`src/rtl/voice_allocator.sv`:
```
// Polyphonic voice allocator.
// Maps note-on/note-off events onto a fixed pool of envelope/oscillator voices.
// Each voice is FREE, HELD or RELEASING and carries a note and an age. Note-ons
// prefer a retrigger, then a free voice, then the oldest releasing voice, and
// finally the oldest held voice.
//
// Event handshake: an event transfers on a rising edge where event_valid and
// event_ready are both high. event_ready is high only while the control FSM is
// in IDLE and panic is low. event_is_on and event_note are captured on that
// edge. The source may change them freely afterwards.
module voice_allocator #(
  parameter int NUM_VOICES = 8,
  parameter int NOTE_WIDTH = 7,
  parameter int AGE_WIDTH  = 4
) (
  input  logic                             clock_50_000_000,
  input  logic                             reset_l,
  input  logic                             event_valid,
  output logic                             event_ready,
  input  logic                             event_is_on,
  input  logic [NOTE_WIDTH-1:0]            event_note,
  input  logic                             panic,
  input  logic [NUM_VOICES-1:0]            voice_envelope_end,
  output logic [NUM_VOICES-1:0]            voice_note_on,
  output logic [NUM_VOICES-1:0]            voice_note_off,
  output logic [NUM_VOICES*NOTE_WIDTH-1:0] voice_note,
  output logic [NUM_VOICES-1:0]            voice_active,
  output logic                             steal,
  output logic [1:0]                       dbg_state
);

  localparam int IDX_W = (NUM_VOICES > 1) ? $clog2(NUM_VOICES) : 1;

  localparam logic [1:0] S_IDLE   = 2'd0;
  localparam logic [1:0] S_LOOKUP = 2'd1;
  localparam logic [1:0] S_ISSUE  = 2'd2;

  localparam logic [1:0] V_FREE = 2'd0;
  localparam logic [1:0] V_HELD = 2'd1;
  localparam logic [1:0] V_REL  = 2'd2;

  logic [1:0]            r_state;
  logic                  r_is_on;
  logic [NOTE_WIDTH-1:0] r_note;
  logic [IDX_W-1:0]      r_target;
  logic                  r_hit;
  logic [NUM_VOICES-1:0] r_note_on;
  logic [NUM_VOICES-1:0] r_note_off;
  logic                  r_steal;

  logic [1:0]            r_vstate [NUM_VOICES];
  logic [NOTE_WIDTH-1:0] r_vnote  [NUM_VOICES];
  logic [AGE_WIDTH-1:0]  r_vage   [NUM_VOICES];

  logic                  w_retrig_hit, w_free_hit, w_rel_hit, w_held_hit, w_off_hit;
  logic [IDX_W-1:0]      w_retrig_idx, w_free_idx, w_rel_idx, w_held_idx, w_off_idx;
  logic [AGE_WIDTH-1:0]  w_rel_age, w_held_age;
  logic [IDX_W-1:0]      w_target;
  logic                  w_hit;
  logic                  w_steal;
  logic [NUM_VOICES-1:0] w_onehot;
  logic [NUM_VOICES-1:0] w_held_mask;
  logic                  w_issue;

  assign event_ready    = (r_state == S_IDLE) && !panic;
  assign voice_note_on  = r_note_on;
  assign voice_note_off = r_note_off;
  assign steal          = r_steal;
  assign dbg_state      = r_state;
  assign w_onehot       = {{(NUM_VOICES-1){1'b0}}, 1'b1} << w_target;
  assign w_issue        = (r_state == S_ISSUE) && r_hit;

  // Candidate search over registered voice state; ascending scan so ties go to the lowest index.
  always_comb begin
    w_retrig_hit = 1'b0; w_retrig_idx = '0;
    w_free_hit   = 1'b0; w_free_idx   = '0;
    w_rel_hit    = 1'b0; w_rel_idx    = '0; w_rel_age  = '0;
    w_held_hit   = 1'b0; w_held_idx   = '0; w_held_age = '0;
    w_off_hit    = 1'b0; w_off_idx    = '0;
    for (int i = 0; i < NUM_VOICES; i++) begin
      if (!w_retrig_hit && r_vstate[i] != V_FREE && r_vnote[i] == r_note) begin
        w_retrig_hit = 1'b1;
        w_retrig_idx = IDX_W'(i);
      end
      if (!w_free_hit && r_vstate[i] == V_FREE) begin
        w_free_hit = 1'b1;
        w_free_idx = IDX_W'(i);
      end
      if (r_vstate[i] == V_REL && (!w_rel_hit || r_vage[i] > w_rel_age)) begin
        w_rel_hit = 1'b1;
        w_rel_idx = IDX_W'(i);
        w_rel_age = r_vage[i];
      end
      if (r_vstate[i] == V_HELD && (!w_held_hit || r_vage[i] > w_held_age)) begin
        w_held_hit = 1'b1;
        w_held_idx = IDX_W'(i);
        w_held_age = r_vage[i];
      end
      if (!w_off_hit && r_vstate[i] == V_HELD && r_vnote[i] == r_note) begin
        w_off_hit = 1'b1;
        w_off_idx = IDX_W'(i);
      end
    end
  end

  // Target choice: retrigger, then free, then steal oldest releasing, then steal oldest held.
  always_comb begin
    w_target = '0;
    w_hit    = 1'b0;
    w_steal  = 1'b0;
    if (r_is_on) begin
      w_hit = 1'b1;
      if (w_retrig_hit) begin
        w_target = w_retrig_idx;
      end else if (w_free_hit) begin
        w_target = w_free_idx;
      end else if (w_rel_hit) begin
        w_target = w_rel_idx;
        w_steal  = 1'b1;
      end else begin
        w_target = w_held_idx;
        w_steal  = 1'b1;
      end
    end else begin
      w_hit    = w_off_hit;
      w_target = w_off_idx;
    end
  end

  // Per-voice views: held mask for panic, active flags and the packed note bus.
  always_comb begin
    w_held_mask  = '0;
    voice_active = '0;
    voice_note   = '0;
    for (int i = 0; i < NUM_VOICES; i++) begin
      w_held_mask[i]  = (r_vstate[i] == V_HELD);
      voice_active[i] = (r_vstate[i] != V_FREE);
      voice_note[i*NOTE_WIDTH +: NOTE_WIDTH] = r_vnote[i];
    end
  end

  // Control FSM; the pulse registers are loaded at the LOOKUP edge so they are visible during ISSUE.
  always_ff @(posedge clock_50_000_000 or negedge reset_l) begin
    if (!reset_l) begin
      r_state    <= S_IDLE;
      r_is_on    <= 1'b0;
      r_note     <= '0;
      r_target   <= '0;
      r_hit      <= 1'b0;
      r_note_on  <= '0;
      r_note_off <= '0;
      r_steal    <= 1'b0;
    end else begin
      r_note_on  <= '0;
      r_note_off <= '0;
      r_steal    <= 1'b0;
      case (r_state)
        S_IDLE: begin
          if (event_valid && event_ready) begin
            r_is_on <= event_is_on;
            r_note  <= event_note;
            r_state <= S_LOOKUP;
          end else if (panic) begin
            r_note_off <= w_held_mask;
          end
        end
        S_LOOKUP: begin
          r_target <= w_target;
          r_hit    <= w_hit;
          r_steal  <= w_steal;
          if (w_hit && r_is_on) r_note_on <= w_onehot;
          if (w_hit && !r_is_on) r_note_off <= w_onehot;
          r_state  <= S_ISSUE;
        end
        S_ISSUE: r_state <= S_IDLE;
        default: r_state <= S_IDLE;
      endcase
    end
  end

  // Voice state: the issued event owns its target voice; envelope end, panic and ageing act on the rest.
  always_ff @(posedge clock_50_000_000 or negedge reset_l) begin
    if (!reset_l) begin
      for (int i = 0; i < NUM_VOICES; i++) begin
        r_vstate[i] <= V_FREE;
        r_vnote[i]  <= '0;
        r_vage[i]   <= '0;
      end
    end else begin
      for (int i = 0; i < NUM_VOICES; i++) begin
        if (w_issue && IDX_W'(i) == r_target) begin
          if (r_is_on) begin
            r_vstate[i] <= V_HELD;
            r_vnote[i]  <= r_note;
            r_vage[i]   <= '0;
          end else begin
            r_vstate[i] <= V_REL;
          end
        end else begin
          if (r_vstate[i] == V_REL && voice_envelope_end[i]) r_vstate[i] <= V_FREE;
          if (r_state == S_IDLE && panic && r_vstate[i] == V_HELD) r_vstate[i] <= V_REL;
          if (w_issue && r_is_on && r_vstate[i] != V_FREE && r_vage[i] != {AGE_WIDTH{1'b1}})
            r_vage[i] <= r_vage[i] + 1'b1;
        end
      end
    end
  end

endmodule

```
`config.mk`:
```
export PLATFORM = sky130hd
export DESIGN_NAME = voice_allocator
export DESIGN_NICKNAME = d
export VERILOG_FILES = /design/src/rtl/voice_allocator.sv
export SDC_FILE = /design/constraint.sdc
export NUM_CORES = 1
export LEC_CHECK = 0
export CAP_MARGIN = 20
export CORE_MARGIN = 2
export CORE_UTILIZATION = 45
export CTS_CLUSTER_DIAMETER = 40
export DETAILED_ROUTE_END_ITERATION = 8
export PLACE_DENSITY = 0.67
export SKIP_LAST_GASP = 1
export SYNTH_ARGS = -nofsm -noshare
export SYNTH_HDL_FRONTEND = slang
export SYNTH_SLANG_ARGS = --single-unit
```
`constraint.sdc`:
```
create_clock -name clock_50_000_000 -period 11.9 [get_ports clock_50_000_000]
set_input_delay 2.38 -clock clock_50_000_000 [delete_from_list [all_inputs] [get_ports clock_50_000_000]]
set_output_delay 2.38 -clock clock_50_000_000 [all_outputs]
set_load 0.02 [all_outputs]
```
* After elaboration in Yosys (flattened, before gate mapping)
Index checks and enable logic that the tools add are counted.
Word-level totals: bits in registers 135, input bits 20, output and inout port bits 84, logic and storage cells 452
Cells by class: add/sub/neg operators 8, $lt $le $gt $ge 14, equal/unequal tests 50, shift operators 1, mux-type cells 147, reductions and logical operators 200
Operators with widths (count):
- $mux W4 | 31
- $mux W3 | 34
- $logic_and A1 B1 Y1 | 98
- $eq A7 B7 Y1 | 8
- $gt A4 B4 Y1 | 14
- $mux W2 | 26
- $mux W1 | 49
- $mux W8 | 5
- $logic_not A1 Y1 | 37
- $reduce_and A2 Y1 | 17
- $add A4 B1 Y4 const B | 8
- $ne A4 B4 Y1 const B | 8
- $reduce_bool A2 Y1 | 16
- $reduce_bool A3 Y1 | 8
- $eq A2 B1 Y1 const B | 9
- $eq A2 B2 Y1 const B | 9
- $logic_not A2 Y1 | 9
- $ne A2 B2 Y1 const B | 8
- $pmux W8 S2 | 1
- $logic_or A1 B1 Y1 | 14
- $eq A3 B3 Y1 const A | 4
- $shl A1 B3 Y8 const A | 1
- $eq A2 B3 Y1 const A | 2
- $pmux W2 S2 | 1
- other kinds (3) | 3

* Logic depth before layout (Yosys ltp)
Gate-level depths: netlist (run 1).
word-level depth 37, mapped depth 51, mapped depth without buffers 51

* Worst setup path after synthesis (run 1)
OpenSTA, ideal clock, no wires.
kind reg2reg, from register r_vstate[15] in the netlist's numbering, to register r_note_off[0], in the netlist voice_note_off[0], setup time 0.101 ns, arrival time 9.813 ns, setup slack 1.986 ns, cell stages (with the launch flop) 48, buffers on the path 1, cell sequence dfrtp_1 -> and2b_1 -> nand2_1 -> ha_1 -> nor2b_1 -> o211ai_1 -> a31oi_2 -> mux2i_1 -> inv_1 -> ha_1 -> a221oi_1 -> a211o_1 -> clkbuf_1 -> mux2_2 -> ha_1 -> and3_1 -> a31oi_1 -> nand2_1 -> [... 12 more ...] -> a31oi_2 -> mux2i_1 -> ha_1 -> and4_1 -> a21oi_1 -> o21ai_0 -> and2_1 -> a222oi_1 -> ha_1 -> nor2b_1 -> o211ai_1 -> a21oi_1 -> nor4bb_1 -> o21a_1 -> a22oi_1 -> o211ai_1 -> o21ai_1 -> o32ai_1
On the way: word-level cells in the longest chain between the ends 37, elaborated cells between the ends (all ways) 217, classes of those cells order compare: 14; eq/ne: 2; shift: 1; mux: 97; reduce/logical: 103
RTL lines:
- start, declared | line 51 | logic [1:0] r_vstate [NUM_VOICES];
- start signal, assigned by index | line 185 | r_vstate[i] <= V_FREE;
- start signal, assigned by index | line 193 | r_vstate[i] <= V_HELD;
- start signal, assigned by index | line 197 | r_vstate[i] <= V_REL;
- $eq A2 B1 Y1 or $eq A2 B2 Y1 (tied branches)
- $mux W4, or another cell as far along | line 94 | if (r_vstate[i] == V_HELD && (!w_held_hit || r_vage[i] > w_held_age)) begin
- $gt A4 B4 Y1, or another cell as far along | line 94
- $logic_or A1 B1 Y1, on equally long branches | line 94, 89
- $logic_and A1 B1 Y1, on equally long branches | line 94, 89
- $mux W4, or another cell as far along | line 94
- $gt A4 B4 Y1, or another cell as far along | line 94
- $logic_or A1 B1 Y1, on equally long branches | line 94, 89
- [... 21 more ...]
- $mux W3, or another cell as far along | line 94
- $mux W3 | line 117 | end else if (w_rel_hit) begin
- $mux W3 | line 115 | end else if (w_free_hit) begin
- $mux W3 | line 113 | if (w_retrig_hit) begin
- $mux W3 | line 111 | if (r_is_on) begin
- $shl A1 B3 Y8 | line 70 | assign w_onehot = {{(NUM_VOICES-1){1'b0}}, 1'b1} << w_target;
- $mux W8 | line 172 | if (w_hit && !r_is_on) r_note_off <= w_onehot;
- $pmux W8 S2 (*) | line 157 | case (r_state)
- end signal, assigned | line 164 | r_note_off <= w_held_mask;
- end signal, assigned | line 172
- end, declared | line 48 | logic [NUM_VOICES-1:0] r_note_off;
Every way passes the cells marked *; elsewhere a longest branch is shown, timed or not. A chain may end at the register's enable or synchronous reset.

* Worst setup path in the final report (run 1)
Ends and elaborated chain as after synthesis.

==> results.md, run 1 <==
* Switching Fraction at 0.333
* Synth async-reset ratio at 1.00
* Total track usage at 0.243
* Num CTS Buffers at 17
* Via density at roughly 5.8
* CTS tree: yes
* Max-Cap Viols at 0
* Final setup fails at 0
* Crit share post-route at 0.938
* Status: completed
* Share of layout cells above drive strength 1 at 0.133
* Drt total wl at 25700 µm
* WP data arrival at approximately 11000 ps
* Ports at 104
* Clk_lat worst skew at ~420 ps
* Multiplexer share of the synthesized area at 0.135
* Final instance area at approximately 11000 µm²
* Endpoint class of the critical path: register
* Xor and xnor area share after synthesis at 0.0576
* Commonest non-fill, non-tap cell in the layout: dfrtp_1
* GRT busiest layer: met2
* Post-CTS setup buffers at 0
* Layout area overhead at 21.4%
* Shortest period the worst path allows at approximately 11000 ps
* Residual DRC at 0
* Pin count of the biggest net entering global routing at 84
* Full die area at approximately 21000 µm²
* IO buf count at approximately 100
* Final Hold Violating Endpoints at 0
* Vias in the first global route at 7253
* Clk buf depth at 2
* Final Net Count at approximately 1100
* Starting Density at 0.460
* Placed inst area at a little over 10000 µm²
* Hpwl dp at 19100 µm
* Slew Limit Fails at 0
* Internal at ~950 µW
* Relative slew slack at 0.356
* Logic gate share of total power at 0.220
* Ys flop type: dfrtp_1
* Most frequent cells in the layout: dfrtp_1 (135), clkdlybuf4s50_1 (102), mux2_2 (75)
* Syn Inst Count at 912
* Total gr overflow at 0
* Skew final at 9.08 ps
* Pwr Total at around 1400 µW
* Global-route wire length before repair at 40600 µm
* Max VDD drop at approximately 0.14 mV
* Worst reg-to-reg setup slack at around 740 ps
* Die Width at between 100 and 150 µm
* CTS H-tree lvls at 4
* Vias at 7482
* Sequential fraction of the synthesis area at 0.376
* Pwr Density at 130 nW/µm²
* Initial antenna violation count at 0
* Cell area after synthesis at approximately 9000 µm²
* N_diodes at 0
* CTS Root Cell: clkbuf_16
* Sequential share of power at 0.398
* Leak Pwr at between 0.004 and 0.005 µW
* Drt pass-1 iters at 5
* Flops & latches, synth at around 140
* CP required at 12210 ps
* Worst-margin pin slew at about 960 ps
* Clock transition at the registers of the reported paths at around 70 ps
* Post-route ant nets at 0
* Kind of critical path: reg -> reg
* Number of synthesized flops with an enable pin at 0
* Met1 usage at 0.335
* Synth area leader: dfrtp_1
* YS warnings at 0
* GRT met3 Usage at 0.0462
* Met2 Resource Use GR at 0.393
* Max Fclk at approximately 0.090 GHz
* CP Launch Type: register
* RSZ-0062 raised after global routing: false
* CP max FO at 9
* Unique masters post-synth at between 60 and 70
* CP peak stage delay at ~450 ps
* Main area contributors after synthesis: dfrtp_1 (38%), mux2_2 (9.4%), ha_1 (8.9%), xnor2_1 (5.2%), mux2i_1 (3.5%)
* Syn Area/Cell at 9.84 µm²
* Cts hold-fix bufs at 0
* Synth Area in Compound Gates at 0.154
* DRT iter0 DRCs at between 500 and 600
* Clk sinks at ~140
* DR WL/cell at 19.9 µm
* Adder and majority gate portion of the synthesized area at 0.0892
* Switching pwr at 471 µW
* Cell repeated most along the worst path: ha_1
* CP max-delay cell: dfrtp_1
* Core Rows at between 50 and 60
* Setup TNS at 0 ps
* Syn_nets at 996
* Main combinational cell family by area after synthesis: compound AO/OA/AOI/OAI gates
* Hold Crit Class: reg -> reg
* Clock share of power at 0.382
* Core box area at between 15000 and 20000 µm²
* Share of the synthesized area in the top cell type at 0.376
* Simple-gate share of the synthesized area at 0.154
* Die Y at around 150 µm
* Gpl congestion at 0.878
==> Yosys cell counts, types with 3 or more instances <==
cell,n
dfrtp_1,135
mux2_2,75
nand2_1,68
ha_1,64
xnor2_1,53
inv_1,50
o21ai_0,47
a21oi_1,46
nor2_1,44
nor2b_1,34
mux2i_1,31
nand4_1,25
nand2b_1,18
nand3_1,18
o211ai_1,14
buf_2,13
clkbuf_1,13
o22ai_1,13
o31ai_1,12
a21o_1,11
nor3_1,10
nor4_1,10
a311oi_1,8
and2_1,6
xor2_1,6
a22o_1,5
a31oi_1,5
or4_1,5
a31o_2,4
mux2_4,4
nor3b_1,4
or3_1,4
a222oi_1,3
a311o_1,3
a32o_1,3
and3_1,3
and4_1,3
nand4b_1,3
o21a_1,3
==> cells by family after synthesis <==
logic type / after synthesis
compound gates: 204
xor+xnor: 59
fa+ha+maj: 64
buf+inv: 76
flops: 135
mux: 110
simple gates: 264
==> registers in the layout, summed over array words and instances, names as in the netlist, 2 cells and up <==
name            cells
r_vage             32
voice_note         56
r_vstate           16
dbg_state           2
r_target            3
r_note              7
voice_note_off      8
voice_note_on       8
==> path summary, 6_finish.rpt <==
check | start | endpoint | depth (start not counted)
worst max-delay path | r_vstate[15]$_DFFE_PN0P_ | voice_note_off[0]$_DFF_PN0_ | 46
worst min-delay path | r_target[2]$_DFFE_PN0P_ | r_target[2]$_DFFE_PN0P_ | 2
worst min register to register | r_target[2]$_DFFE_PN0P_ | r_target[2]$_DFFE_PN0P_ | 2
worst max register to register | r_vstate[15]$_DFFE_PN0P_ | voice_note_off[0]$_DFF_PN0_ | 46
max in group asynchronous | reset_l | voice_note[37]$_DFFE_PN0P_ | 2
min in group asynchronous | reset_l | r_vage[25]$_DFFE_PN0P_ | 1
==> through the flow <==
stage / hold slack, ps / cells / worst slack (ps) / util
6_report: 519 / 1291 / 739 / 0.558
5_1_grt: 541 / 1291 / 11.8 / 0.558
4_1_cts: 509 / 1291 / 335 / 0.556
3_5_place_dp: 486 / 1259 / 400 / 0.526
3_3_place_gp: 485 / 1259 / 355 / 0.526
2_1_floorplan: 462 / 912 / 1990 / -
==> power groups by stage <==
| stage | Sequential (µW) | Combinational, µW | Clock [µW] |
|---|---|---|---|
| floorplan | 563 | 194 | 0 |
| global placement | 572 | 304 | 0 |
| detailed placement | 572 | 308 | 0 |
| CTS | 564 | 311 | 548 |
| global route | 572 | 337 | 567 |
| finish | 564 | 311 | 540 |
==> timing repair <==
action | in CTS | in global routing
resized for setup | 0 | 7
setup endpoints to repair | 0 | 19
endpoints found under the hold margin | 0 | 0
==> per-layer routing <==
layer | wire [µm] | share of wire
met5 | 0 | 0
met4 | 521 | 0.020
met3 | 1830 | 0.071
met2 | 11800 | 0.46
met1 | 11500 | 0.45
==> critical path, delay by kind of cell (launching register included) <==
family          cells  cell delay (ps)
compound gates     22             5090
fa+ha+maj           7             2060
buf+inv             3              220
flops               1              450
mux                 4             1210
simple gates       10             2040
==> final cells by class <==
class,count,area (µm²)
fillers,1796,8630
multi-input cells,701,5330
flip-flops and latches,135,3380
repair buffers,108,1070
clock buffers,18,439
well taps,265,332
inverters,50,188
clock inverters,14,156
Power figures use the tool's default switching activity.
==> run 2: changes to the inputs <==
--- a/config.mk
+++ b/config.mk
@@ -6,7 +6,6 @@
 export NUM_CORES = 1
 export LEC_CHECK = 0
 export CAP_MARGIN = 20
-export CORE_MARGIN = 2
 export CORE_UTILIZATION = 45
 export CTS_CLUSTER_DIAMETER = 40
 export DETAILED_ROUTE_END_ITERATION = 8
==> run 2 against run 1 <==
Fmax about the same. First-iteration DRC count rose by 11%. Clock-buffer cell count stayed put. Register-to-register slack about the same. Routed wire length increased by 0.63%.
==> results.md, run 2 (synthesized netlist as in run 1, its figures left out) <==
* Status: completed
* Endpoint class of the critical path: register
* Full die area at 20500 µm² (-2.7%)
* Drt total wl at 25900 µm (+0.63%)
* CP Launch Type: register
* Max reg flops at 56 (unchanged)
* DR WL met2 at 11900 µm (+0.46%)
* Placed inst area at 10300 µm² (about the same)
* DR WL/cell at 20.1 µm (+0.70%)
* Total gr overflow at 0 (unchanged)
* Pin count of the biggest net entering global routing at 70 (-17%)
* Slew Limit Fails at 0 (unchanged)
* Clock transition at the registers of the reported paths at 70 ps (about the same)
* CP Buf/Inv Count at 3 (unchanged)
* Shortest period the worst path allows at 11160 ps (-4.98 ps)
* Total track usage at 0.264 (+0.0212)
* Die Y at 143 µm (-1.4%)
* Relative slew slack at 0.341 (-0.0155)
* Drt pass-1 iters at 6 (+1)
* CP required at 12220 ps (about the same)
* Switching pwr at 471 µW (about the same)
* Die Width at 143 µm (-1.4%)
* Core Rows at 51 (unchanged)
* Worst-margin pin slew at 981 ps (+23.1 ps)
* Cell repeated most along the worst path: ha_1
* Global-route wire length before repair at 40900 µm (+0.88%)
* Leak Pwr at 0.00478 µW (about the same)
* Layout area overhead at 21.4% (about the same)
* Switching Fraction at 0.333 (about the same)
* Ports at 104 (unchanged)
* Residual DRC at 0 (unchanged)
* Hold Crit Class: reg -> reg
* CTS H-tree lvls at 4 (unchanged)
* Clk sinks at 135 (unchanged)
* Gpl congestion at 0.899 (+2.4%)
* Max VDD drop at 0.133 mV (-1.9%)
* N_diodes at 0 (unchanged)
* Max Fclk at 0.0896 GHz (about the same)
* Crit share post-route at 0.938 (about the same)
* Length of routed wiring on met1 at 11800 µm (+2.4%)
* Sequential share of power at 0.400 (+0.002)
* Via density at 5.81 (+0.25%)
* Core Util, Final at 0.558 (about the same)
* IO buf count at 103 (unchanged)
* Skew final at 12.1 ps (+3.04 ps)
* Final instance area at 10900 µm² (about the same)
* Final Net Count at 1096 (-0.091%)
* Kind of critical path: reg -> reg
* CTS Root Cell: clkbuf_16
* Routed length on met3 at 1580 µm (-14%)
* Final Hold Violating Endpoints at 0 (unchanged)
* Initial antenna violation count at 0 (unchanged)
* Num CTS Buffers at 17 (unchanged)
* CP peak stage delay at 460 ps (about the same)
* Commonest non-fill, non-tap cell in the layout: dfrtp_1
* WP data arrival at 11470 ps (about the same)
* Clk_lat worst skew at 430 ps (about the same)
* DRT iter0 DRCs at 600 (+11%)
* Logic gate share of total power at 0.219 (about the same)
* Most frequent cells in the layout: dfrtp_1 (135), clkdlybuf4s50_1 (102), mux2_2 (75)
* Clock share of power at 0.381 (about the same)
* Starting Density at 0.460 (unchanged)
* RSZ-0062 raised after global routing: true
* Vias at 7495 (+0.17%)
* CP top delay family: compound AO/OA/AOI/OAI gates
* Pwr Density at 130 nW/µm² (about the same)
* CP max FO at 9 (unchanged)
* Share of layout cells above drive strength 1 at 0.133 (about the same)
* Final setup fails at 0 (unchanged)
* Clk buf depth at 2 (unchanged)
* Vias in the first global route at 7444 (+2.6%)
* CP max-delay cell: dfrtp_1
* Core box area at 19500 µm² (unchanged)
* Post-route ant nets at 0 (unchanged)
* Max-Cap Viols at 0 (unchanged)
* Setup TNS at 0 ps (unchanged)
* CTS tree: yes
* Highest Signal Layer: met4
* Internal at 945 µW (about the same)
* Hpwl dp at 19200 µm (+0.50%)
==> run 2: cell count changes in the layout (fill, tap and decap cells not counted), sizes merged <==
cell,before,now
buf,6,5
==> run 2: per-stage QoR <==
step           hold WS, ps  power [µW]  instances  setup slack (ps)
3_5_place_dp           518         880       1258               350
2_1_floorplan          462         757        912              1990
4_1_cts                533        1420       1290               271
5_1_grt                562        1480       1290             -59.6
3_3_place_gp           486         877       1258               508
6_report               542        1420       1290               744
==> run 2: final cells by class <==
type / count / area (µm²)
fillers: 1757 / 8630
multi-input cells: 701 / 5340
flip-flops and latches: 135 / 3380
repair buffers: 107 / 1060
clock buffers: 18 / 439
well taps: 265 / 332
inverters: 50 / 188
clock inverters: 14 / 156
==> run 2: power by group through the flow <==
stage	clock [µW]	combinational [µW]	sequential, µW
finish	540	310	567
CTS	549	309	566
global placement	0	304	574
floorplan	0	194	563
global route	568	337	574
detailed placement	0	306	574
==> run 2: per-layer routing <==
layer / vias up / global-route usage
li1: 3559 / -
met1: 3644 / 0.357
met2: 257 / 0.420
met3: 35 / 0.0537
met4: 0 / 0.0929
met5: - / 0
==> run 2: worst min-delay path: cells and delay by family (launching register included) <==
| family | cells | cell delay (ps) |
|---|---|---|
| DFF | 1 | 370 |
| and+or+nand+nor | 2 | 130 |
==> run 2: repair_timing <==
item,CTS,global route
hold buffers,0,0
buffers inserted,0,0
endpoints found under the setup margin,0,19
resized for setup,0,9
==> run 2: worst paths after layout <==
path                            depth (start not counted)                startpoint  slack [ps]                     endpoint
max in group asynchronous                               2                   reset_l        8600  voice_note_off[0]$_DFF_PN0_
worst max register to register                         46  r_vstate[15]$_DFFE_PN0P_         740   voice_note_on[3]$_DFF_PN0_
min in group asynchronous                               1                   reset_l        1960       r_vage[27]$_DFFE_PN0P_
worst max-delay path                                   46  r_vstate[15]$_DFFE_PN0P_         740   voice_note_on[3]$_DFF_PN0_
worst min register to register                          2   r_target[2]$_DFFE_PN0P_         540      r_target[2]$_DFFE_PN0P_
worst min-delay path                                    2   r_target[2]$_DFFE_PN0P_         540      r_target[2]$_DFFE_PN0P_
